### src/rtl/cpu_pkg.sv
// cpu_pkg: shared constants and types for the CPU core.
//   XLEN       - register data width
//   REG_ADDR_W - register index width
//   NUM_REGS   - architectural register count
//   REG_ZERO   - index of the hard-wired zero register
//   grant_e    - write-port arbitration result
package cpu_pkg;

    localparam int XLEN       = 32;
    localparam int REG_ADDR_W = 5;
    localparam int NUM_REGS   = 32;
    localparam logic [REG_ADDR_W-1:0] REG_ZERO = 5'd0;

    typedef enum logic [1:0] {
        GRANT_NONE = 2'd0,
        GRANT_ALU  = 2'd1,
        GRANT_MEM  = 2'd2
    } grant_e;

endpackage

### src/rtl/wb_result_fifo.sv
// wb_result_fifo: small synchronous FIFO with asynchronous reset.
// The head entry is visible combinationally so a result pushed at one edge
// can be popped on the very next edge.
// Ports:
//   clk, reset      - clock, async active-high reset (empties the FIFO)
//   push, push_data - write request and payload (ignored when full)
//   pop             - remove the head entry (ignored when empty)
//   full, empty     - occupancy flags
//   head            - oldest entry
module wb_result_fifo #(
    parameter int WIDTH = 37,
    parameter int DEPTH = 2
) (
    input  logic             clk,
    input  logic             reset,
    input  logic             push,
    input  logic [WIDTH-1:0] push_data,
    input  logic             pop,
    output logic             full,
    output logic             empty,
    output logic [WIDTH-1:0] head
);

    localparam int PTR_W = (DEPTH > 1) ? $clog2(DEPTH) : 1;
    localparam int CNT_W = $clog2(DEPTH) + 1;

    logic [WIDTH-1:0] mem_reg [DEPTH];
    logic [PTR_W-1:0] wr_ptr_reg;
    logic [PTR_W-1:0] rd_ptr_reg;
    logic [CNT_W-1:0] count_reg;
    logic             do_push;
    logic             do_pop;

    assign full    = (count_reg == CNT_W'(DEPTH));
    assign empty   = (count_reg == '0);
    assign do_push = push && !full;
    assign do_pop  = pop && !empty;
    assign head    = mem_reg[rd_ptr_reg];

    // Storage carries no reset: stale contents are unreachable once the
    // pointers and count are cleared.
    genvar gi;
    generate
        for (gi = 0; gi < DEPTH; gi++) begin : g_entry
            always_ff @(posedge clk) begin
                if (do_push && (wr_ptr_reg == PTR_W'(gi))) begin
                    mem_reg[gi] <= push_data;
                end
            end
        end
    endgenerate

    // DEPTH is a power of two, so natural pointer overflow is the wrap.
    always_ff @(posedge clk or posedge reset) begin
        if (reset) begin
            wr_ptr_reg <= '0;
            rd_ptr_reg <= '0;
            count_reg  <= '0;
        end else begin
            if (do_push) begin
                wr_ptr_reg <= wr_ptr_reg + PTR_W'(1);
            end
            if (do_pop) begin
                rd_ptr_reg <= rd_ptr_reg + PTR_W'(1);
            end
            case ({do_push, do_pop})
                2'b10:   count_reg <= count_reg + CNT_W'(1);
                2'b01:   count_reg <= count_reg - CNT_W'(1);
                default: count_reg <= count_reg;
            endcase
        end
    end

endmodule

### src/rtl/writeback_unit.sv
// writeback_unit: merges ALU results (direct) and load results (buffered)
// into one registered register-file write port, and keeps a per-register
// pending-write scoreboard for the hazard logic.
// Ports:
//   clk, reset                     - clock, async active-high reset
//   issue_valid/issue_rd/issue_ready - reserve a destination as pending
//   alu_valid/alu_rd/alu_data/alu_ready - ALU result handshake
//   mem_valid/mem_rd/mem_data/mem_ready - load result handshake
//   query_rs1/query_rs2, rs1_busy/rs2_busy - combinational hazard query
//   wb_rd/wb_data/wb_we            - register file write port
module writeback_unit
    import cpu_pkg::*;
#(
    parameter int MEM_FIFO_DEPTH = 2,
    parameter int XLEN           = cpu_pkg::XLEN
) (
    input  logic                  clk,
    input  logic                  reset,
    input  logic                  issue_valid,
    input  logic [REG_ADDR_W-1:0] issue_rd,
    output logic                  issue_ready,
    input  logic                  alu_valid,
    input  logic [REG_ADDR_W-1:0] alu_rd,
    input  logic [XLEN-1:0]       alu_data,
    output logic                  alu_ready,
    input  logic                  mem_valid,
    input  logic [REG_ADDR_W-1:0] mem_rd,
    input  logic [XLEN-1:0]       mem_data,
    output logic                  mem_ready,
    input  logic [REG_ADDR_W-1:0] query_rs1,
    input  logic [REG_ADDR_W-1:0] query_rs2,
    output logic                  rs1_busy,
    output logic                  rs2_busy,
    output logic [REG_ADDR_W-1:0] wb_rd,
    output logic [XLEN-1:0]       wb_data,
    output logic                  wb_we
);

    localparam int ENTRY_W = REG_ADDR_W + XLEN;

    logic [NUM_REGS-1:0]   busy_reg;
    logic [NUM_REGS-1:0]   busy_next;
    logic [REG_ADDR_W-1:0] wb_rd_reg;
    logic [XLEN-1:0]       wb_data_reg;
    logic                  wb_we_reg;

    logic                  fifo_full;
    logic                  fifo_empty;
    logic                  fifo_pop;
    logic [ENTRY_W-1:0]    fifo_head;
    logic [REG_ADDR_W-1:0] head_rd;
    logic [XLEN-1:0]       head_data;

    grant_e                grant;
    logic [REG_ADDR_W-1:0] grant_rd;
    logic [XLEN-1:0]       grant_data;
    logic                  grant_writes;

    wb_result_fifo #(
        .WIDTH (ENTRY_W),
        .DEPTH (MEM_FIFO_DEPTH)
    ) u_mem_fifo (
        .clk       (clk),
        .reset     (reset),
        .push      (mem_valid && mem_ready),
        .push_data ({mem_rd, mem_data}),
        .pop       (fifo_pop),
        .full      (fifo_full),
        .empty     (fifo_empty),
        .head      (fifo_head)
    );

    assign head_rd   = fifo_head[XLEN +: REG_ADDR_W];
    assign head_data = fifo_head[XLEN-1:0];

    // Both readies depend only on FIFO state, never on the port's own valid.
    // A full FIFO takes the port so the load path cannot starve.
    assign mem_ready = !fifo_full;
    assign alu_ready = !fifo_full;

    always_comb begin
        grant      = GRANT_NONE;
        grant_rd   = REG_ZERO;
        grant_data = '0;
        if (fifo_full) begin
            grant      = GRANT_MEM;
            grant_rd   = head_rd;
            grant_data = head_data;
        end else if (alu_valid) begin
            grant      = GRANT_ALU;
            grant_rd   = alu_rd;
            grant_data = alu_data;
        end else if (!fifo_empty) begin
            grant      = GRANT_MEM;
            grant_rd   = head_rd;
            grant_data = head_data;
        end
    end

    // An x0 result is still consumed (popped) but never reaches the port.
    assign fifo_pop     = (grant == GRANT_MEM);
    assign grant_writes = (grant != GRANT_NONE) && (grant_rd != REG_ZERO);

    // Readiness uses the current busy bit, so a register whose bit is being
    // cleared by this cycle's write is still refused until the next cycle.
    assign issue_ready = !busy_reg[issue_rd] || (issue_rd == REG_ZERO);

    always_comb begin
        busy_next = busy_reg;
        if (wb_we_reg) begin
            busy_next[wb_rd_reg] = 1'b0;
        end
        if (issue_valid && issue_ready && (issue_rd != REG_ZERO)) begin
            busy_next[issue_rd] = 1'b1;
        end
        busy_next[REG_ZERO] = 1'b0;
    end

    always_ff @(posedge clk or posedge reset) begin
        if (reset) begin
            busy_reg    <= '0;
            wb_we_reg   <= 1'b0;
            wb_rd_reg   <= '0;
            wb_data_reg <= '0;
        end else begin
            busy_reg  <= busy_next;
            wb_we_reg <= grant_writes;
            if (grant_writes) begin
                wb_rd_reg   <= grant_rd;
                wb_data_reg <= grant_data;
            end
        end
    end

    assign rs1_busy = busy_reg[query_rs1];
    assign rs2_busy = busy_reg[query_rs2];
    assign wb_rd    = wb_rd_reg;
    assign wb_data  = wb_data_reg;
    assign wb_we    = wb_we_reg;

endmodule

### config.mk
export PLATFORM = sky130hd
export DESIGN_NAME = writeback_unit
export DESIGN_NICKNAME = d
export VERILOG_FILES = /design/src/rtl/cpu_pkg.sv /design/src/rtl/wb_result_fifo.sv /design/src/rtl/writeback_unit.sv
export SDC_FILE = /design/constraint.sdc
export NUM_CORES = 1
export LEC_CHECK = 0
export BUFFER_PORTS_ARGS = -buffer_cell sky130_fd_sc_hd__buf_2
export CORE_MARGIN = 2
export CORE_UTILIZATION = 50
export DETAILED_ROUTE_END_ITERATION = 12
export GPL_TIMING_DRIVEN = 0
export PLACE_DENSITY = 0.76
export SLEW_MARGIN = 40
export SYNTH_ARGS = -nofsm -noshare
export SYNTH_HDL_FRONTEND = slang
export SYNTH_SLANG_ARGS = --single-unit
### constraint.sdc
create_clock -name clk -period 2.8 [get_ports clk]
set_input_delay 0.14 -clock clk [delete_from_list [all_inputs] [get_ports clk]]
set_output_delay 0.14 -clock clk [all_outputs]
set_load 0.02 [all_outputs]
==> results of run 1 <==
-- cells in the final DEF (no fill, tap or decap), drive strengths merged, types with 5 or more instances in the layout --
cell	count
buf	157
o21ai	86
edfxtp	74
dfrtp	73
mux2i	52
nand2	52
dlygate4sd3	42
mux2	38
clkbuf	26
mux4	14
nand3	13
nor2	13
inv	12
o31ai	11
o221ai	6
a211oi	6
a21oi	6
clkinv	5
-- kinds of logic (layout without fill, tap and decap cells) --
group,Yosys count,count (layout),share of synthesized area [%]
flip-flops,147,147,57.7
buffers and inverters,41,246,3.81
AND/OR/NAND/NOR,107,107,7.39
AO/OA/AOI/OAI,128,128,11.0
adder cells (fa/ha/maj),1,1,0.178
XOR/XNOR,5,5,0.624
multiplexers,104,104,19.3
-- critical path, cell delays in order (launching register included) --
cell and delay [ns]:
dfrtp_1 0.41, a21oi_1 0.19, nor2b_1 0.12, a221oi_2 0.53, o21ai_0 0.17, nor2_1 0.15, buf_2 0.18
-- per-stage QoR --
stage                     setup WS (ns)  cells  cell area (um^2)  power [mW]
final                             0.480    918              9000        9.83
after detailed placement          0.891    845              7990        7.47
after global routing              0.421    918              9000        10.3
after CTS                         0.523    918              9000        9.81
after floorplan                   0.585    533              7020        6.27
after global placement           -0.100    842              7900        7.23
-- final cells by class --
cell class,instances,area (um^2)
inverters,11,46.3
multi-input cells,345,2720
plain buffers,30,226
flip-flops and latches,147,4050
repair buffers,174,1150
clock buffers,21,460
clock inverters,10,131
well taps,180,225
fillers,1027,4770
-- worst paths after layout --
path | from | cells after the start | end | slack [ns]
worst min-delay path | alu_data[25] | 4 | wb_data[25] | 0.08
max in group asynchronous | reset | 4 | u_mem_fifo.wr_ptr_reg | 2.02
worst min register to register | wb_data[26] | 1 | wb_data[26] | 0.50
min in group asynchronous | reset | 3 | wb_data[20] | 0.24
worst max-delay path | busy_reg[2] | 6 | issue_ready | 0.48
worst max register to register | u_mem_fifo.count_reg[1] | 7 | wb_data[16] | 0.90
-- per-layer routing --
layer	vias up	global-route usage, %	routed length [um]
li1	2396	-	-
met1	2615	30.5	7220
met2	215	43.3	9210
met3	48	6.18	1110
met4	2	10.6	488
met5	-	0	13
-- power by group through the flow --
stage / Sequential [mW] / Clock [mW] / Combinational, mW
5_1_grt: 3.75 / 2.38 / 4.18
2_1_floorplan: 3.88 / 0 / 2.39
4_1_cts: 3.65 / 2.29 / 3.87
3_3_place_gp: 3.62 / 0 / 3.61
6_report: 3.67 / 2.27 / 3.88
3_5_place_dp: 3.68 / 0 / 3.79
-- what timing repair did --
item	4_1_cts	5_1_grt
endpoints found under the hold margin	103	0
buffers inserted	0	0
hold buffers	42	0
==> metrics.log, run 1 <==
[metrics] RSZ-0062 raised after global routing: no
[metrics] post-synthesis sequential area ratio: approximately 58%
[metrics] Int Pwr: 6.33 mW
[metrics] Finish-stage setup viols: 0
[metrics] shortest period the worst path allows: 2.32 ns
[metrics] vias in the first global route: 5438
[metrics] worst-skew pair later-pin latency: 0.41 ns
[metrics] detailed router's first-iteration violation count: 394
[metrics] gp weighted congestion: 0.938
[metrics] Overall Global Routing Usage: roughly a quarter
[metrics] Post-Synthesis Cells: around 530
[metrics] Gates resized, CTS repair: 0
[metrics] CP Max Fanout: 6
[metrics] ratio of final minimum period to clock period: between 80 and 90%
[metrics] run status: completed
[metrics] Area contributors post-synth: edfxtp_1 (32%), dfrtp_1 (26%), mux2i_1 (7.4%), mux2_4 (5.3%), o21ai_0 (4.8%)
[metrics] count of pins over their slew limit: 0
[metrics] biggest area consumer among synthesized cells: edfxtp_1
[metrics] global-route wire length before repair: 28.5 mm
[metrics] combinational share of power: 39.5%
[metrics] leakage: 3.84 nW
[metrics] top cell type's share of synthesized area: 31.6%
[metrics] class of the tightest hold or removal check: input port to flop
[metrics] number of diodes added for antenna fixing: 0
[metrics] Post-layout nets: 821
[metrics] final core utilization: 65.4%
[metrics] cell types with the highest counts after synthesis: edfxtp_1 (74), dfrtp_1 (73), o21ai_0 (67)
[metrics] Via-to-Cell Ratio: roughly 5.7
[metrics] worst slew margin relative to its limit: 62.3%
[metrics] unique cell type count in the Yosys netlist: 46
[metrics] net switching component of the power: 3.50 mW
[metrics] effective utilization at floorplan: 51.0%
[metrics] number of antenna violations at the first check in global routing: 1
[metrics] detailed-route via count: ~5300
[metrics] kind of end point of the critical path: primary output
[metrics] Max-cap violations: 0
[metrics] mean post-synth cell area: 13.2 um^2
[metrics] Async SR Flop Fraction: roughly half
[metrics] f_max: 431 MHz
[metrics] maximum level of the CTS H-tree: 4
[metrics] required time worst endpoint: 2.66 ns
[metrics] Warnings, synthesis: 0
[metrics] die area: 15000 um^2
[metrics] Total Routed Length: 18.0 mm
[metrics] clock tree root driver cell: clkbuf_16
[metrics] layout cell share with drive strength beyond 1: 34.4%
[metrics] post-detail-place hpwl: between 10 and 15 mm
[metrics] Cell Area, Synth: 7020 um^2
[metrics] Cell Rows: 43
[metrics] post-route antenna net violation count: 0
[metrics] input/output buffers: between 100 and 150
[metrics] clock slew at the register clock pins of the worst setup and hold paths: 0.06 ns
[metrics] accumulated negative setup slack: 0 ns
[metrics] Congestion Overflow GR: 0
[metrics] Arrival @ worst endpoint: 2.18 ns
[metrics] post-detailed-route wirelength per cell: 19.6 um
[metrics] critical path start-end classification: flop to primary output
[metrics] Slew @ Worst Pin: between 0.5 and 0.6 ns
[metrics] largest net degree at the start of global routing: 49
[metrics] synth-to-layout area growth: 28.2%
[metrics] part of the power in the clock network: 23.1%
[metrics] Net Sw Frac: 35.6%
[metrics] worst clock skew on the final layout: 0.00544 ns
[metrics] number of enable flip-flop cells after synthesis: 74
[metrics] PD cells: 1090 nW/um^2
[metrics] number of nets produced by synthesis: 628
[metrics] dominant cell by count in the synthesized netlist: edfxtp_1
[metrics] TritonRoute pass-1 iters: 5
[metrics] final hold violation count: 0
[metrics] placeable core region: 13800 um^2
[metrics] number of flip-flops under the largest register name: 74
[metrics] cts bufs inserted: 17
[metrics] clock tree from TritonCTS: yes
[metrics] die extent in x: 123 um
[metrics] flop and latch count out of synthesis: 147
[metrics] y dimension of the die: 123 um
[metrics] crit path launch type: flop
[metrics] io pins: 137
[metrics] Main synth FF type: edfxtp_1
[metrics] count of unresolved DRC violations after routing: 0
[metrics] Max rail drop VDD: 0.731 mV
[metrics] Hold WS: 0.0768 ns
[metrics] maximum clock insertion buffer count: 2
[metrics] clock sink total: about 150
[metrics] relative contribution of sequential cells to total power: 37.3%
No activity file was read; power rests on OpenSTA's default activity.
==> inputs of run 2 (changes only) <==
--- a/config.mk
+++ b/config.mk
@@ -10,7 +10,7 @@
 export CORE_UTILIZATION = 50
 export DETAILED_ROUTE_END_ITERATION = 12
 export GPL_TIMING_DRIVEN = 0
-export PLACE_DENSITY = 0.76
+export PLACE_DENSITY = 0.73
 export SLEW_MARGIN = 40
 export SYNTH_ARGS = -nofsm -noshare
 export SYNTH_HDL_FRONTEND = slang
==> constraint.sdc (replaced) <==
create_clock -name clk -period 2.2 [get_ports clk]
set_input_delay 0.11 -clock clk [delete_from_list [all_inputs] [get_ports clk]]
set_output_delay 0.11 -clock clk [all_outputs]
set_load 0.02 [all_outputs]
==> run 2 against run 1 <==
  * Die area unchanged
  * Core utilization increased by 0.055 points
  * Combinational power increased by 29%
  * First-iteration DRC count decreased by 1.3%
  * Critical path depth decreased by 1
  * Register-to-register slack got worse by 0.66 ns
  * Setup slack got worse by 0.45 ns
  * Sequential power increased by 27%
  * Largest cell class unchanged
==> metrics.log, run 2 (same netlist as run 1, synthesis figures left out) <==
[metrics] sum of buffers and inverters on the critical path: 1 (unchanged)
[metrics] effective utilization at floorplan: 51.0% (unchanged)
[metrics] Cell Rows: 43 (unchanged)
[metrics] clock sink total: 147 (unchanged)
[metrics] global-route wire length before repair: 27.9 mm (was 28.5 mm)
[metrics] kind of end point of the critical path: primary output (unchanged)
[metrics] leakage: 3.84 nW (about the same)
[metrics] TritonRoute pass-1 iters: 5 (unchanged)
[metrics] Slew @ Worst Pin: 0.568 ns (was 0.565 ns)
[metrics] vias in the first global route: 5491 (was 5438)
[metrics] worst slew margin relative to its limit: 62.1% (was 62.3%)
[metrics] largest net degree at the start of global routing: 54 (was 49)
[metrics] Congestion Overflow GR: 0 (unchanged)
[metrics] reg2reg setup slack: 0.24 ns (was 0.90 ns)
[metrics] finished layout cell area: 9010 um^2 (was 9000 um^2)
[metrics] post-detail-place hpwl: 12.1 mm (was 12.2 mm)
[metrics] io pins: 137 (unchanged)
[metrics] layout cell share with drive strength beyond 1: 35.3% (was 34.4%)
[metrics] Max rail drop VDD: 0.732 mV (was 0.731 mV)
[metrics] worst-skew pair later-pin latency: 0.42 ns (was 0.41 ns)
[metrics] input/output buffers: 129 (unchanged)
[metrics] f_max: around 460 MHz
[metrics] ratio of final minimum period to clock period: 98.6%
[metrics] y dimension of the die: 123 um (unchanged)
[metrics] crit path launch type: flop (unchanged)
[metrics] ordered list of cells on the worst path: mux4_2, mux2_2, a211oi_2, a21oi_1, buf_2 (was a21oi_1, nor2b_1, a221oi_2, o21ai_0, nor2_1, buf_2)
[metrics] kind of cell with the highest combined delay on the critical path: multiplexers (was compound AO/OA/AOI/OAI gates)
[metrics] detailed router's first-iteration violation count: 389 (was 394)
[metrics] required time worst endpoint: 2.09 ns (was 2.66 ns)
[metrics] post-route antenna net violation count: 0 (unchanged)
[metrics] Total Routed Length: 18.0 mm (about the same)
[metrics] synth-to-layout area growth: 28.3% (was 28.2%)
[metrics] delay of the slowest cell on the worst path: 0.48 ns (was 0.53 ns)
[metrics] clock tree from TritonCTS: yes (unchanged)
[metrics] commonest non-fill, non-tap cell in the layout: buf_2 (unchanged)
[metrics] worst clock skew on the final layout: 0.00899 ns (was 0.00544 ns)
[metrics] count of unresolved DRC violations after routing: 0 (unchanged)
[metrics] placed standard-cell area: 7990 um^2 (unchanged)
[metrics] final hold violation count: 0 (unchanged)
[metrics] die area: 15000 um^2 (unchanged)
[metrics] die extent in x: 123 um (unchanged)
[metrics] post-detailed-route wirelength per cell: 19.5 um (was 19.6 um)
[metrics] critical path start-end classification: flop to primary output (unchanged)
[metrics] Arrival @ worst endpoint: 2.06 ns (was 2.18 ns)
[metrics] clock slew at the register clock pins of the worst setup and hold paths: 0.06 ns (about the same)
[metrics] shortest period the worst path allows: 2.17 ns
[metrics] gp weighted congestion: 0.972 (was 0.938)
[metrics] Via-to-Cell Ratio: 5.75 (about the same)
[metrics] highest-count cells in the layout ignoring fill and taps: buf_2 (139), edfxtp_1 (74), dfrtp_1 (73) (was buf_2 (140), edfxtp_1 (74), dfrtp_1 (73))
[metrics] detailed-route via count: 5312 (was 5276)
[metrics] count of pins over their slew limit: 0 (unchanged)
[metrics] Post-layout nets: 824 (was 821)
[metrics] clock tree root driver cell: clkbuf_16 (unchanged)
[metrics] number of antenna violations at the first check in global routing: 2 (was 1)
[metrics] Overall Global Routing Usage: 24.9% (was 25.2%)
[metrics] PD cells: 1370 nW/um^2 (was 1090 nW/um^2)
[metrics] number of flip-flops under the largest register name: 74 (unchanged)
[metrics] crit path max-delay cell type: mux4_2 (was a221oi_2)
[metrics] CP Max Fanout: 4 (was 6)
[metrics] Finish-stage setup viols: 0 (unchanged)
[metrics] Max-cap violations: 0 (unchanged)
[metrics] maximum clock insertion buffer count: 2 (unchanged)
[metrics] cts bufs inserted: 17 (unchanged)
[metrics] run status: completed (unchanged)
[metrics] maximum level of the CTS H-tree: 4 (unchanged)
[metrics] class of the tightest hold or removal check: input port to flop (unchanged)
[metrics] placeable core region: 13800 um^2 (unchanged)
[metrics] Hold WS: 0.0315 ns (was 0.0768 ns)
-- run 2: changes by cell type in the layout (fill, tap and decap cells not counted), sizes merged --
cell,before,now
buf,157,160
bufinv,3,1
clkinvlp,1,3
diode,0,2
clkbuf,26,25
clkinv,5,6
inv,12,13
-- run 2: worst min-delay path, cell delays in order --
cell     delay, ns
buf_2         0.08
nand2_1       0.03
o21ai_0       0.06
mux2_4        0.14
-- run 2: path summary, 6_finish.rpt --
kind                           endpoint               startpoint  depth (start not counted)
max in group asynchronous  busy_reg[12]                    reset                          4
max reg2reg                 wb_data[20]  u_mem_fifo.count_reg[1]                          7
min                         wb_data[14]             alu_data[14]                          4
min reg2reg                 wb_data[30]              wb_data[30]                          1
max                            rs2_busy             busy_reg[27]                          5
min in group asynchronous   wb_data[22]                    reset                          3
-- run 2: stage by stage --
stage,cells,utilization (%),power (mW),setup WS [ns],TNS [ns]
final,924,65.4,12.3,0.0317,0
after CTS,919,65.1,12.3,0.0131,0
after floorplan,533,-,7.99,0.120,0
after global routing,923,65.4,12.9,-0.00195,-0.00195
after detailed placement,845,58.0,9.51,0.286,0
after global placement,842,57.4,9.21,-0.679,-61.70
-- run 2: what timing repair did --
item,4_1_cts,5_1_grt
pin swaps,1,2
endpoints found under the setup margin,1,3
buffers inserted,0,3
resized for setup,1,4
hold buffers,42,0
hold endpoints to repair,151,0
-- run 2: power by group --
part | switching [mW] | total, mW | internal [mW]
Combinational | 2.72 | 5.01 | 2.29
Sequential | 0.688 | 4.66 | 3.97
Clock | 1.11 | 2.66 | 1.55
-- run 2: final cells by class --
class                      instances  area, um^2
clock inverter                    12         108
multi-input combinational        345        2740
timing repair buffer             177        1170
antenna                            2        5.00
tap                              180         225
clock buffer                      20         437
sequential                       147        4050
buffer                            30         226
inverter                          11        46.3
fill                            1056        4760
-- run 2: per-layer routing --
layer  wire [um]  GRT usage [%]  up-vias  part of all wire, %
met3        1150           5.99       47                  6.4
met1        7150           29.8     2609                   40
met2        9150           42.5      246                   51
li1            -              -     2410                    -
met5           0              0        -                    0
met4         540           11.4        0                  3.0
==> inputs of run 3 (changes only) <==
--- a/config.mk
+++ b/config.mk
@@ -8,9 +8,10 @@
 export BUFFER_PORTS_ARGS = -buffer_cell sky130_fd_sc_hd__buf_2
 export CORE_MARGIN = 2
 export CORE_UTILIZATION = 50
+export CTS_CLUSTER_DIAMETER = 120
 export DETAILED_ROUTE_END_ITERATION = 12
 export GPL_TIMING_DRIVEN = 0
-export PLACE_DENSITY = 0.73
+export PLACE_DENSITY = 0.8
 export SLEW_MARGIN = 40
 export SYNTH_ARGS = -nofsm -noshare
 export SYNTH_HDL_FRONTEND = slang
==> run 3 against run 2 <==
  * Flip-flop and latch count unchanged
  * Sequential power is essentially flat
  * Clock power grew 4%
  * Power rose by 0.30%
  * Global-route usage about the same
  * Die area is the same
  * Core utilization fell by 0.12 points
  * Clock-buffer cell count is the same
  * Largest cell class unchanged
  * Highest routed layer unchanged
==> metrics.log, run 3 (same netlist as run 1, synthesis figures left out) <==
[metrics] final hold violation count: 0 (unchanged)
[metrics] highest-count cells in the layout ignoring fill and taps: buf_2 (139), edfxtp_1 (74), dfrtp_1 (73) (unchanged)
[metrics] clock sink total: 147 (unchanged)
[metrics] leakage: 3.83 nW (was 3.84 nW)
[metrics] crit path launch type: flop (unchanged)
[metrics] CP Max Fanout: 4 (unchanged)
[metrics] gp weighted congestion: 0.969 (was 0.972)
[metrics] Worst Hold Launch: alu_data[11] (was alu_data[14])
[metrics] Congestion Overflow GR: 0 (unchanged)
[metrics] largest net degree at the start of global routing: 51 (was 54)
[metrics] required time worst endpoint: 2.09 ns (about the same)
[metrics] shortest period the worst path allows: 2.20 ns (was 2.17 ns)
[metrics] ordered list of cells on the worst path: mux4_2, mux2_2, a211oi_2, a21oi_1, buf_2 (unchanged)
[metrics] global-route wire length before repair: 28.0 mm (was 27.9 mm)
[metrics] delay of the slowest cell on the worst path: 0.47 ns (was 0.48 ns)
[metrics] timing startpoint of the critical path: busy_reg[11] (was busy_reg[27])
[metrics] Min-Delay Path Depth: 4 (unchanged)
[metrics] filler cell count: 1034 (was 1056)
[metrics] reg2reg setup slack: 0.23 ns (was 0.24 ns)
[metrics] detailed-route via count: 5353 (was 5312)
[metrics] clock tree root driver cell: clkbuf_16 (unchanged)
[metrics] die area: 15000 um^2 (unchanged)
[metrics] Post-layout nets: 824 (unchanged)
[metrics] Overall Global Routing Usage: 24.9% (about the same)
[metrics] crit path max-delay cell type: mux4_2 (unchanged)
[metrics] y dimension of the die: 123 um (unchanged)
[metrics] Finish-stage setup viols: 0 (unchanged)
[metrics] Arrival @ worst endpoint: 2.09 ns (was 2.06 ns)
[metrics] maximum clock insertion buffer count: 2 (unchanged)
[metrics] critical path start-end classification: flop to primary output (unchanged)
[metrics] run status: completed (unchanged)
[metrics] input/output buffers: 129 (unchanged)
[metrics] clock tree from TritonCTS: yes (unchanged)
[metrics] placed cell count: 844 (was 845)
[metrics] Via-to-Cell Ratio: 5.81 (was 5.75)
[metrics] cts bufs inserted: 17 (unchanged)
[metrics] post-layout worst setup margin: 0.00495 ns (was 0.0317 ns)
[metrics] met3 WL post-DR: 1.33 mm (was 1.15 mm)
[metrics] ratio of final minimum period to clock period: 99.8% (was 98.6%)
[metrics] Hold WS: 0.0257 ns (was 0.0315 ns)
[metrics] Hold Path Sink: wb_data[11] (was wb_data[14])
[metrics] final instance count without filler cells: 922 (was 924)
[metrics] finished layout cell area: 9000 um^2 (was 9010 um^2)
[metrics] Total Routed Length: 18.1 mm (was 18.0 mm)
[metrics] uppermost layer routed: met4 (unchanged)
[metrics] Detail Route met2 WL: 9.31 mm (was 9.15 mm)
[metrics] commonest non-fill, non-tap cell in the layout: buf_2 (unchanged)
[metrics] die extent in x: 123 um (unchanged)
[metrics] placeable core region: 13800 um^2 (unchanged)
[metrics] Setup Slack @ Placement: 0.253 ns (was 0.286 ns)
[metrics] kind of end point of the critical path: primary output (unchanged)
[metrics] Routed met1 length: 6.99 mm (was 7.15 mm)
[metrics] clock slew at the register clock pins of the worst setup and hold paths: 0.06 ns (about the same)
[metrics] worst slew margin relative to its limit: 60.3% (was 62.1%)
[metrics] layout cell share with drive strength beyond 1: 35.4% (was 35.3%)
[metrics] number of flip-flops under the largest register name: 74 (unchanged)
[metrics] number of diodes added for antenna fixing: 0 (was 2)
[metrics] power consumption: 12.4 mW (was 12.3 mW)
[metrics] io pins: 137 (unchanged)
[metrics] TritonRoute pass-1 iters: 6 (was 5)
[metrics] vias in the first global route: 5500 (was 5491)
[metrics] count of pins over their slew limit: 0 (unchanged)
[metrics] Max rail drop VDD: 0.825 mV (was 0.732 mV)
[metrics] class of the tightest hold or removal check: input port to flop (unchanged)
[metrics] maximum level of the CTS H-tree: 4 (unchanged)
[metrics] Cell Rows: 43 (unchanged)
[metrics] count of unresolved DRC violations after routing: 0 (unchanged)
[metrics] post-route antenna net violation count: 0 (unchanged)
[metrics] detailed router's first-iteration violation count: 467 (was 389)
[metrics] Crit Reg-Reg Endpoint: u_mem_fifo.mem_reg[0][23] (was wb_data[20])
[metrics] placed standard-cell area: 7950 um^2 (was 7990 um^2)
[metrics] effective utilization at floorplan: 51.0% (unchanged)
[metrics] post-detail-place hpwl: 11.9 mm (was 12.1 mm)
[metrics] f_max: 456 MHz (was 461 MHz)
[metrics] synth-to-layout area growth: 28.1% (was 28.3%)
[metrics] Slew @ Worst Pin: 0.593 ns (was 0.568 ns)
[metrics] Max-cap violations: 0 (unchanged)
[metrics] post-detailed-route wirelength per cell: 19.6 um (was 19.5 um)
[metrics] worst clock skew on the final layout: 0.0116 ns (was 0.00899 ns)
[metrics] worst r2r src: u_mem_fifo.count_reg[1] (unchanged)
[metrics] PD cells: 1370 nW/um^2 (about the same)
[metrics] number of antenna violations at the first check in global routing: 0 (was 2)
[metrics] worst-skew pair later-pin latency: 0.43 ns (was 0.42 ns)
[metrics] number of cells on the worst reg-to-reg path: 5 (was 7)
==> run 3: worst max-delay path, delay by kind of cell, from the launching register on <==
kind | cells | cell delay, ns
buffers and inverters | 1 | 0.16
muxes | 2 | 0.78
AOI/OAI and AO/OA | 2 | 0.31
DFF | 1 | 0.41
==> run 3: where the power goes <==
group | total (mW) | internal [mW] | switching (mW)
Clock | 2.77 | 1.61 | 1.16
Combinational | 4.94 | 2.24 | 2.70
Sequential | 4.66 | 3.97 | 0.688
==> run 3: worst max-delay path by stage <==
stage                                      to  depth (start not counted)
global route                         rs1_busy                          5
detailed placement  u_mem_fifo.mem_reg[0][16]                          6
global placement                   wb_data[0]                          2
floorplan            u_mem_fifo.mem_reg[1][0]                          4
finish                               rs1_busy                          5
CTS                               issue_ready                          6
==> run 3: final cells by class <==
cell class | instances | area, um^2 | share of cell area (%)
clock buffers | 20 | 447 | 4.97
flip-flops and latches | 147 | 4050 | 45.0
plain buffers | 30 | 226 | 2.52
clock inverters | 12 | 123 | 1.36
well taps | 180 | 225 | 2.50
repair buffers | 177 | 1140 | 12.7
inverters | 11 | 46.3 | 0.515
multi-input cells | 345 | 2740 | 30.4
==> run 3: metal layers <==
metal  vias up  GRT usage, %
li1       2404             -
met1      2653          29.2
met3        46          5.90
met2       250          43.5
met5         -             0
met4         0          10.8
==> run 3: repair_timing <==
action,in CTS,in global routing
hold buffers,42,0
resized for setup,0,4
pin swaps,1,1
setup buffers,0,4
hold endpoints to repair,151,0
endpoints found under the setup margin,1,3
==> run 3: stage by stage <==
stage          utilization [%]  setup TNS, ns
2_1_floorplan                -              0
3_3_place_gp              57.4         -56.79
3_5_place_dp              57.7              0
4_1_cts                   64.9              0
5_1_grt                   65.3        -0.0197
6_report                  65.3              0
